[config.mk]
export PLATFORM = sky130hd
export DESIGN_NAME = bcd_conv_arbiter
export DESIGN_NICKNAME = d
export VERILOG_FILES = /design/src/rtl/bcd_conv_arbiter.sv
export SDC_FILE = /design/constraint.sdc
export NUM_CORES = 1
export LEC_CHECK = 0
export ABC_AREA = 0
export BUFFER_PORTS_ARGS = -buffer_cell sky130_fd_sc_hd__buf_2
export CAP_MARGIN = 0
export CORE_MARGIN = 2
export CORE_UTILIZATION = 50
export CTS_BUF_LIST = sky130_fd_sc_hd__clkbuf_4 sky130_fd_sc_hd__clkbuf_8
export CTS_CLUSTER_DIAMETER = 50
export DETAILED_ROUTE_END_ITERATION = 8
export PLACE_DENSITY = 0.84
export SLEW_MARGIN = 5
export SYNTH_ARGS = -nofsm -noshare
export SYNTH_HDL_FRONTEND = slang
export SYNTH_SLANG_ARGS = --single-unit
[constraint.sdc]
create_clock -name clk -period 2.6 [get_ports clk]
set_input_delay 0.52 -clock clk [delete_from_list [all_inputs] [get_ports clk]]
set_output_delay 0.52 -clock clk [all_outputs]
set_load 0.005 [all_outputs]
[src/rtl/bcd_conv_arbiter.sv]
// Shared binary-to-BCD converter: round-robin arbitration over NREQ requesters,
// then one double-dabble iteration per clock with a tagged result channel.
module bcd_conv_arbiter #(
  parameter  int NREQ   = 2,
  parameter  int BIN_W  = 8,
  parameter  int DIGITS = 3,
  localparam int ID_W   = (NREQ > 1) ? $clog2(NREQ) : 1
) (
  input  logic                    clk,
  input  logic                    rstn,
  input  logic [NREQ-1:0]         req_valid,
  input  logic [NREQ*BIN_W-1:0]   req_bin,
  output logic [NREQ-1:0]         req_ready,
  output logic                    out_valid,
  input  logic                    out_ready,
  output logic [4*DIGITS-1:0]     out_bcd,
  output logic [ID_W-1:0]         out_id,
  output logic                    busy
);

  localparam int BCD_W = 4 * DIGITS;
  localparam int SH_W  = BCD_W + BIN_W;
  localparam int CNT_W = $clog2(BIN_W + 1);

  typedef enum logic [1:0] {IDLE, CONV, OUT} state_e;

  state_e           state_q, state_d;
  logic [ID_W-1:0]  last_grant_q, last_grant_d;
  logic [ID_W-1:0]  id_q, id_d;
  logic [ID_W-1:0]  out_id_q, out_id_d;
  logic [SH_W-1:0]  shift_q, shift_d;
  logic [CNT_W-1:0] cnt_q, cnt_d;
  logic [BCD_W-1:0] out_bcd_q, out_bcd_d;

  logic [ID_W-1:0]  start_idx, rot_pos, grant_idx;
  logic [ID_W:0]    idx_sum;
  logic [NREQ-1:0]  valid_rot, grant_oh;
  logic             any_valid, accept;
  logic [BIN_W-1:0] sel_bin;

  // Rotate the request vector so the search always starts at index 0, then
  // map the winning position back into requester numbering.
  always_comb begin
    start_idx = (last_grant_q == ID_W'(NREQ - 1)) ? '0 : last_grant_q + 1'b1;
    valid_rot = NREQ'({req_valid, req_valid} >> start_idx);
    any_valid = |valid_rot;
    rot_pos   = '0;
    for (int i = NREQ - 1; i >= 0; i--) begin
      if (valid_rot[i]) rot_pos = ID_W'(i);
    end
    idx_sum = {1'b0, start_idx} + {1'b0, rot_pos};
    if (idx_sum >= (ID_W + 1)'(NREQ)) idx_sum = idx_sum - (ID_W + 1)'(NREQ);
    grant_idx = idx_sum[ID_W-1:0];
    grant_oh  = NREQ'(1) << grant_idx;
    sel_bin   = '0;
    for (int i = 0; i < NREQ; i++) begin
      if (grant_oh[i]) sel_bin = req_bin[i*BIN_W +: BIN_W];
    end
  end

  assign req_ready = (rstn && (state_q == IDLE) && any_valid) ? grant_oh : '0;
  assign accept    = |(req_valid & req_ready);

  // Add-3 correction on every digit field, all from the current register value.
  logic [SH_W-1:0] adj;
  logic [SH_W-1:0] shifted;

  assign adj[BIN_W-1:0] = shift_q[BIN_W-1:0];
  for (genvar gi = 0; gi < DIGITS; gi++) begin : g_digit
    logic [3:0] dig;
    assign dig = shift_q[BIN_W + 4*gi +: 4];
    assign adj[BIN_W + 4*gi +: 4] = (dig >= 4'd5) ? dig + 4'd3 : dig;
  end
  assign shifted = {adj[SH_W-2:0], 1'b0};

  always_comb begin
    state_d      = state_q;
    last_grant_d = last_grant_q;
    id_d         = id_q;
    shift_d      = shift_q;
    cnt_d        = cnt_q;
    out_bcd_d    = out_bcd_q;
    out_id_d     = out_id_q;
    unique case (state_q)
      IDLE: begin
        if (accept) begin
          shift_d      = {{BCD_W{1'b0}}, sel_bin};
          cnt_d        = '0;
          id_d         = grant_idx;
          last_grant_d = grant_idx;
          state_d      = CONV;
        end
      end
      CONV: begin
        shift_d = shifted;
        cnt_d   = cnt_q + 1'b1;
        if (cnt_q == CNT_W'(BIN_W - 1)) begin
          out_bcd_d = shifted[SH_W-1 -: BCD_W];
          out_id_d  = id_q;
          state_d   = OUT;
        end
      end
      OUT: begin
        if (out_ready) state_d = IDLE;
      end
      default: state_d = IDLE;
    endcase
  end

  always_ff @(posedge clk or negedge rstn) begin
    if (!rstn) begin
      state_q      <= IDLE;
      last_grant_q <= ID_W'(NREQ - 1);
      id_q         <= '0;
      shift_q      <= '0;
      cnt_q        <= '0;
      out_bcd_q    <= '0;
      out_id_q     <= '0;
    end else begin
      state_q      <= state_d;
      last_grant_q <= last_grant_d;
      id_q         <= id_d;
      shift_q      <= shift_d;
      cnt_q        <= cnt_d;
      out_bcd_q    <= out_bcd_d;
      out_id_q     <= out_id_d;
    end
  end

  assign out_valid = (state_q == OUT);
  assign busy      = (state_q != IDLE);
  assign out_bcd   = out_bcd_q;
  assign out_id    = out_id_q;

endmodule

Yosys cells after proc, flatten, opt, wreduce, memory -nomap -nowiden
Index checks and enable logic that the tools add are counted.

Output and inout port bits: 17. Word-level logic and storage cells: 56. Flip-flop bits (word level): 41. Bits of input ports: 21.

Magnitude comparators: 4. Shift operators: 2. Bitwise gates (word level): 1. Equal/unequal tests: 6. Multiplexer cells: 18. Reduce and logical (&&, ||, !) cells: 11. $add $sub $neg: 7.

Operators with widths (number): 20-bit case mux with 2 select lines (1); 20-bit two-way mux (1); 8-bit two-way mux (2); 4-bit by 3-bit >= comparator with 1-bit output, second input constant (3); 4-bit two-way mux (3); 4-bit by 2-bit adder with 4-bit output, second input constant (2); 2-bit two-way mux (4); 4-bit case mux with 2 select lines (1); 2-bit case mux with 3 select lines (1); 2-bit AND reduction (3); 4-bit by 1-bit adder with 4-bit output, second input constant (1); 4-bit by 3-bit == test with 1-bit output, second input constant (1); 1-bit two-way mux (4); 2-bit inequality test, second input constant (2); 2-bit nonzero test (2); 2-bit OR reduction (2); 4-bit by 1-bit right shift with 2-bit output (1); 3-bit by 2-bit adder with 3-bit output, second input constant (1); 3-bit two-way mux (1); 3-bit AND reduction (1); 1-bit by 1-bit adder with 2-bit output (1); 2-bit AND (1); 2-bit by 1-bit == test with 1-bit output, second input constant (1); 2-bit == test, second input constant (1); 7 further kinds (8).

Depth between registers and ports, before layout
Gate-level depths: netlist of run 1.

Depth after elaboration: 14. Mapped depth: 6. Depth with buffers taken out: 6.

Worst setup path before layout of run 1
Ideal clock, no wire load.

Path type: input -> output. From: input port rstn. To: output port req_ready[0]. Stages: 3. Arrival: 1072 ps. Slack: 1008 ps. Required time: 2080 ps. Buffers on the path: 1. Cell sequence: nor3b_2 and3_4 buf_6.

Word-level cells in the longest chain between the ends: 3.

Ends and longest elaborated chain: start, declared (RTL line 10) `input logic rstn,`; 1-bit logical AND (2 in a row) (RTL line 61) `assign req_ready = (rstn && (state_q == IDLE) && any_valid) ? grant_oh : '0;`; 2-bit two-way mux (RTL line 61); end, declared (RTL line 13) `output logic [NREQ-1:0] req_ready,`.

No other way between the ends.

Worst setup path after layout of run 1
From: register state_q[0]. To: output port req_ready[1].

Word-level cells in the longest chain between the ends: 4.

Ends and longest elaborated chain: start, declared (RTL line 27) `state_e state_q, state_d;`; start signal, assigned (RTL line 120) `state_q <= state_d;`; 2-bit logical NOT (RTL line 61); 1-bit logical AND (2 in a row) (RTL line 61); 2-bit two-way mux (RTL line 61).

No other way between the ends.

==> reports/metrics.cfg, run 1 <==
[yosys]
yosys.cell_types.count = 36
synth_top_flop_cell = dfrtp_1
yosysWarnings = 0
ys_seq_elements = 41
synth-seq-area-share_pct = 52.7
syn_nets = 212
syn_inst = 184
synth_area_leaders = dfrtp_1 (51%), nand2_1 (4.8%), ha_1 (4.5%)
async_reset_ff_share_pct = 100
synth_edf_count = 0
syn_area_um2 = 1950
synth_largest_area_cell = dfrtp_1
yosysTopAreaCellShare_pct = 51.3
synth_area_per_cell_um2 = 10.6

[timing]
rsz0062_at_grt = false
fin_tns_setup_ps = 0
relSlewSlack_pct = 55.3
hold_viol_final = 0
finalMaxSlewViolations = 0
fin_skew_ps = 9.33
setup_viol_count_final = 0
fmax_ghz = 0.473
min_period_ps = 2110
layout_setup_ws_ps = 488
holdWs_ps = 325
worst_pin_slew_ps = 671
period_share_pct = 81.2

[grt]
grt-ovfl-total = 0
antenna_found_initial = 0
grt_max_degree = 42
grt_pass1_wl_um = 6340
track_usage_pct = 19.2
grt_pass1_vias = 1435

[placed_design]
place.detailed.hpwl_um = 2540
place_ws_ps = 596
portBuffers = 37
gp_congestion = 0.788
dp_cells = 265
dpl_cell_area_um2 = 2180

[route]
drcViolationCount = 0
first_pass_iters = 7
wl_um = 3600
vias = 1499
postRouteAntennaNets = 0
wl_per_cell_um = 13.2
viasPerCell = 5.49
drt_iter0_markers = 123

[clock_tree]
cts_hold_buf = 0
clock_latency_ps = 300
clkSlewWorstSetupHoldPaths_ps = 80
cts_buffers = 5
clock-root-buffer = clkbuf_8
cts_tree = built
cts_sinks = 41
clockBufferDepth = 2
postCtsSetupBuffers = 0
htree_num_levels = 2
postCtsResizedCells = 0

[setup_path]
arrival_ps = 1590
r2r_slack_ps = 880
crit_path_start_kind = register
worst_setup_path_end_kind = primary output
critPathRequiredTime_ps = 2080
path_class = reg -> out
path_max_fanout = 9

[power_and_ir_drop]
finalPower_mw = 2.77
vdd.ir_drop.worst_uv = 542
leakagePower_nw = 1.12
power_density_nw_per_um2 = 1220

[floorplanning]
initial_core_util_pct = 52.5
die_x_um = 66.4
rows = 22
coreArea_um2 = 3720
dieArea_um2 = 4410
num_io_pins = 38
dieHeight_um = 66.4

[cells_and_area]
postLayoutCoreUtil_pct = 61.0
syn2layout_area_growth_pct = 16.3
layout_commonest_cell = dfrtp_1
fin_nets = 252
final_cells = 273
finalInstanceArea_um2 = 2270
final_cell_mix = dfrtp_1 (40), buf_2 (37), nand2_1 (25)
diodes = 0
drive_gt1_share_pct = 26.7

[job]
max-cap-violations = 0

[outcome]
outcome = finished clean

[hold_path]
hp-class = in -> async

## worst max-delay path, stage by stage (launching register included)
cell     delay (ps)
dfrtp_1         420
nor3b_2         320
and3_1          390
buf_2           180
## cell families after synthesis
kind of cell | synth area share [%]
AO/OA/AOI/OAI | 14.6
multiplexers | 5.65
adder cells (fa/ha/maj) | 4.49
flip-flops | 52.7
buffers and inverters | 3.85
AND/OR/NAND/NOR | 16.9
XOR/XNOR | 1.80
## layout make-up
cell class | instances | area, µm²
fillers | 336 | 1450
flip-flops and latches | 41 | 1030
repair buffers | 41 | 215
multi-input cells | 128 | 847
clock buffers | 8 | 91.3
well taps | 48 | 60.1
inverters | 7 | 26.3
## registers in the layout, indices dropped and copies added (netlist names)
| signal | count |
|---|---|
| cnt_q | 4 |
| id_q | 1 |
| last_grant_q | 1 |
| out_bcd | 12 |
| out_id | 1 |
| shift_q | 20 |
| state_q | 2 |
## synth_stat cells, drive strengths merged, types with 2 or more instances
master / instances
inv: 7
nor3: 3
a21oi: 16
nand2b: 5
nand2: 25
ha: 7
nand3: 3
mux2: 8
dfrtp: 40
buf: 8
a22o: 7
mux2i: 2
nor2: 11
o21ai: 10
a222oi: 7
and3: 3
xnor2: 3
nor3b: 6
or2: 3
nor2b: 3
## final timing paths
check                          endpoint  cells after the start  startpoint
max in group asynchronous  last_grant_q                      2        rstn
setup reg to reg            out_bcd[10]                      3    cnt_q[0]
setup / recovery           req_ready[1]                      3  state_q[0]
hold reg to reg              shift_q[0]                      2  shift_q[0]
hold / removal               out_bcd[4]                      2        rstn
min in group clk             shift_q[0]                      3  req_bin[8]
## per-layer routing
metal | track usage (%) | wire length [µm]
met2 | 30.9 | 1750
met1 | 24.6 | 1600
met5 | 0 | 0
met4 | 7.91 | 54
met3 | 4.77 | 197
## report_power, final
group          switching, mW  internal, mW
Sequential             0.213         0.938
Clock                  0.207         0.222
Combinational          0.616         0.571
Total                   1.04          1.73
Note: power is estimated with default switching activity, not from simulation.
==> run 2: changes to the inputs <==
- clock period: 2.6 -> 2.04 ns (I/O delays scaled with it)
==> run 2 against run 1 <==
Sequential share of layout area is 0.22 points lower. Critical path type unchanged. Utilization is 0.30 points higher. Largest cell class unchanged. Cell area increased by 0.50%. Sequential power rose by 28%.
==> reports/metrics.cfg, run 2 (same netlist as run 1, synthesis figures left out) <==
[route]
wl_met3_um = 249
viasPerCell = 5.48
wl_um = 3880
m1WireLength_um = 1670
first_pass_iters = 5
postRouteAntennaNets = 0
route.met2.wl_um = 1920
vias = 1506
drt_iter0_markers = 82
drcViolationCount = 0
wl_per_cell_um = 14.1
highest_layer = met4

[timing]
setup_viol_count_final = 0
finalMaxSlewViolations = 0
relSlewSlack_pct = 60.0
holdWs_ps = 187
period_share_pct = 96.3
layout_setup_ws_ps = 75.9
min_period_ps = 1960
hold_viol_final = 0
fin_tns_setup_ps = 0
fin_skew_ps = 5.67
fmax_ghz = 0.509
worst_pin_slew_ps = 600

[clock_tree]
postCtsSetupBuffers = 0
cts_sinks = 41
cts_tree = built
clkSlewWorstSetupHoldPaths_ps = 80
clock_latency_ps = 300
cts_hold_buf = 0
clock-root-buffer = clkbuf_8
cts_buffers = 5
clockBufferDepth = 2
htree_num_levels = 2

[floorplanning]
num_io_pins = 38
dieArea_um2 = 4410
die_x_um = 66.4
rows = 22
initial_core_util_pct = 52.5
dieHeight_um = 66.4
coreArea_um2 = 3720

[cells_and_area]
largest_reg_flops = 20
final_cell_mix = dfrtp_1 (40), buf_2 (37), nand2_1 (25)
final_cells = 275
diodes = 0
layout_commonest_cell = dfrtp_1
finalInstanceArea_um2 = 2280
syn2layout_area_growth_pct = 16.9
drive_gt1_share_pct = 27.8
fin_nets = 254
largest_register = shift_q
nFillCells = 330
postLayoutCoreUtil_pct = 61.3

[placed_design]
dp_cells = 267
portBuffers = 37
gp_congestion = 0.789
place_ws_ps = 272
dpl_cell_area_um2 = 2190
place.detailed.hpwl_um = 2790

[setup_path]
path_max_fanout = 9
worst_setup_path_end_kind = primary output
crit_path_start_kind = register
arrival_ps = 1560
path_class = reg -> out
critPathRequiredTime_ps = 1630

[grt]
antenna_found_initial = 0
track_usage_pct = 19.9
grt_pass1_vias = 1512
grt_pass1_wl_um = 6520
grt_max_degree = 42
grt-ovfl-total = 0

[power_and_ir_drop]
power_density_nw_per_um2 = 1560
leakagePower_nw = 1.13
vdd.ir_drop.worst_uv = 862
finalPower_mw = 3.56

[hold_path]
hp-class = in -> async

[outcome]
outcome = finished clean

[job]
max-cap-violations = 0

[run 2: cell types whose count changed in the layout (fill, tap and decap cells not counted), sizes merged]
cell,change
buf,+2
clkinv,+2
clkbuf,-2
[run 2: cell type report]
cell class | count | area (µm²) | share of cell area (%)
Sequential cell | 41 | 1030 | 45.1
Multi-Input combinational cell | 128 | 848 | 37.2
Timing Repair Buffer | 43 | 230 | 10.1
Clock buffer | 6 | 76.3 | 3.35
Tap cell | 48 | 60.1 | 2.64
Inverter | 7 | 26.3 | 1.15
Clock inverter | 2 | 10.0 | 0.439
[run 2: what timing repair did]
item | 4_1_cts | 5_1_grt
endpoints found under the hold margin | 0 | 0
endpoints found under the setup margin | 0 | 1
gates resized for setup | 0 | 1
[run 2: worst paths after layout]
| kind | start | to | slack, ps | cells past startpoint |
|---|---|---|---|---|
| max in group asynchronous | rstn | last_grant_q | 1490 | 2 |
| min reg2reg | shift_q[0] | shift_q[0] | 480 | 2 |
| min in group clk | req_bin[10] | shift_q[2] | 330 | 3 |
| max reg2reg | shift_q[13] | out_bcd[6] | 360 | 6 |
| max | state_q[0] | req_ready[1] | 80 | 3 |
| min | rstn | out_bcd[7] | 190 | 2 |
[run 2: layer usage]
layer  global-route usage, %  vias to the layer above
met3                    8.01                        8
met5                       0                        -
met2                    34.8                       47
li1                        -                      733
met4                    6.38                        0
met1                    22.0                      718
[run 2: worst max-delay path: stages, from the launching register on]
cell and delay (ps):
dfrtp_1 430, nor3b_2 340, and3_2 340, buf_2 140
[run 2: power breakdown]
part           switching, mW  total, mW  internal (mW)
clock network          0.276      0.526          0.250
logic                  0.808       1.56          0.747
registers              0.279       1.47           1.20
==> run 3: changes to the inputs <==
- GPL_TIMING_DRIVEN: not set -> 0
==> run 3 against run 2 <==
Cell count grew 1.1%. Hold slack lost 140 ps. Non-clock buffer count grew 3. Clock skew grew 7.5 ps. Worst setup slack gained 39 ps. Sequential cell count is the same. Clock-buffer cell count shrank 1. Global-route usage grew 2.0 points. Utilization grew 2.3 points. Sequential power is essentially flat. Via count grew 3.2%. Highest routed layer unchanged. Clock power grew 47%.
==> reports/metrics.cfg, run 3 (same netlist as run 1, synthesis figures left out) <==
[timing]
relSlewSlack_pct = 79.2
worst_pin_slew_ps = 311
fin_skew_ps = 13.1
hold_viol_final = 0
setup_viol_count_final = 0
rsz0062_at_grt = false
period_share_pct = 94.4
holdWs_ps = 47.7
finalMaxSlewViolations = 0
layout_setup_ws_ps = 115
fmax_ghz = 0.519
min_period_ps = 1930

[setup_path]
worst_setup_path_end_kind = primary output
path_max_fanout = 9
cp_slowest_cell = dfrtp_1
slowest_delay_ps = 440
cp.buffers_inverters = 2
path_class = reg -> out
critPathRequiredTime_ps = 1630
crit_path_start_kind = register
r2r_slack_ps = 330
path_common_cell = buf_2
path_cells = nor3b_4, and3_1, buf_2, buf_2
arrival_ps = 1520
cp_top_family = simple AND/OR/NAND/NOR gates

[hold_path]
hp-class = in -> async

[power_and_ir_drop]
leakagePower_nw = 1.18
finalPower_mw = 3.83
power_density_nw_per_um2 = 1620
vdd.ir_drop.worst_uv = 872

[placed_design]
dpl_cell_area_um2 = 2190
place.detailed.hpwl_um = 2820
place_ws_ps = -483
portBuffers = 37
gp_congestion = 0.775

[route]
first_pass_iters = 7
drcViolationCount = 0
wl_per_cell_um = 15.0
postRouteAntennaNets = 0
vias = 1554
wl_um = 4180
viasPerCell = 5.59
drt_iter0_markers = 156

[clock_tree]
htree_num_levels = 2
clkSlewWorstSetupHoldPaths_ps = 80
cts_sinks = 41
clock-root-buffer = clkbuf_8
cts_tree = built
clockBufferDepth = 2
cts_buffers = 5
clock_latency_ps = 300
postCtsSetupBuffers = 0

[floorplanning]
dieArea_um2 = 4410
num_io_pins = 38
initial_core_util_pct = 52.5
rows = 22
coreArea_um2 = 3720
die_x_um = 66.4
dieHeight_um = 66.4

[cells_and_area]
nFillCells = 321
final_cell_mix = buf_2 (42), dfrtp_1 (40), nand2_1 (25)
finalInstanceArea_um2 = 2360
syn2layout_area_growth_pct = 21.3
fin_nets = 257
postLayoutCoreUtil_pct = 63.6
drive_gt1_share_pct = 28.3
largest_register = shift_q
largest_reg_flops = 20
layout_commonest_cell = buf_2
diodes = 0

[grt]
grt-ovfl-total = 0
track_usage_pct = 21.9
grt_pass1_vias = 1542
grt_pass1_wl_um = 7070
grt_max_degree = 41
antenna_found_initial = 0

[job]
max-cap-violations = 0

[outcome]
outcome = finished clean

-- run 3: cell count changes in the layout (fill, tap and decap cells not counted), sizes merged --
cell,before,now
buf,43,46
bufinv,0,2
clkbuf,6,5
clkinv,2,1
-- run 3: path summary, 6_finish.rpt --
| path | startpoint | endpoint | depth (start not counted) |
|---|---|---|---|
| max | state_q[0] | req_ready[1] | 4 |
| min | rstn | last_grant_q | 1 |
| max reg2reg | shift_q[13] | out_bcd[6] | 6 |
| min reg2reg | shift_q[5] | shift_q[5] | 2 |
| max in group asynchronous | rstn | shift_q[5] | 2 |
| min in group clk | req_bin[9] | shift_q[1] | 3 |
-- run 3: final cells by class --
type	instances	area [µm²]	share of cell area [%]
Tap cell	48	60.1	2.54
Sequential cell	41	1030	43.4
Clock inverter	3	65.1	2.75
Inverter	7	26.3	1.11
Clock buffer	5	68.8	2.91
Buffer	8	48.8	2.06
Multi-Input combinational cell	128	853	36.1
Timing Repair Buffer	38	215	9.10
-- run 3: power by group --
part	internal (mW)	leakage, nW	switching (mW)
combinational	0.748	0.597	0.831
clock	0.486	0.0681	0.285
sequential	1.19	0.510	0.289
-- run 3: repair_timing --
item | 4_1_cts | 5_1_grt
hold buffers | 1 | 0
resized for setup | 3 | 1
setup endpoints to repair | 2 | 1
hold endpoints to repair | 40 | 0
-- run 3: through the flow --
step                TNS (ps)  instances
finish                     0        278
global route               0        278
CTS                        0        278
detailed placement     -5160        269
global placement       -4260        269
floorplan                  0        184
-- run 3: layer usage --
| metal | vias to the layer above | routed length, µm | GRT usage (%) |
|---|---|---|---|
| met2 | 53 | 2140 | 37.1 |
| met3 | 4 | 257 | 7.50 |
| met1 | 761 | 1730 | 26.4 |
| met4 | 0 | 51 | 6.12 |
| li1 | 736 | - | - |
| met5 | - | 0 | 0 |
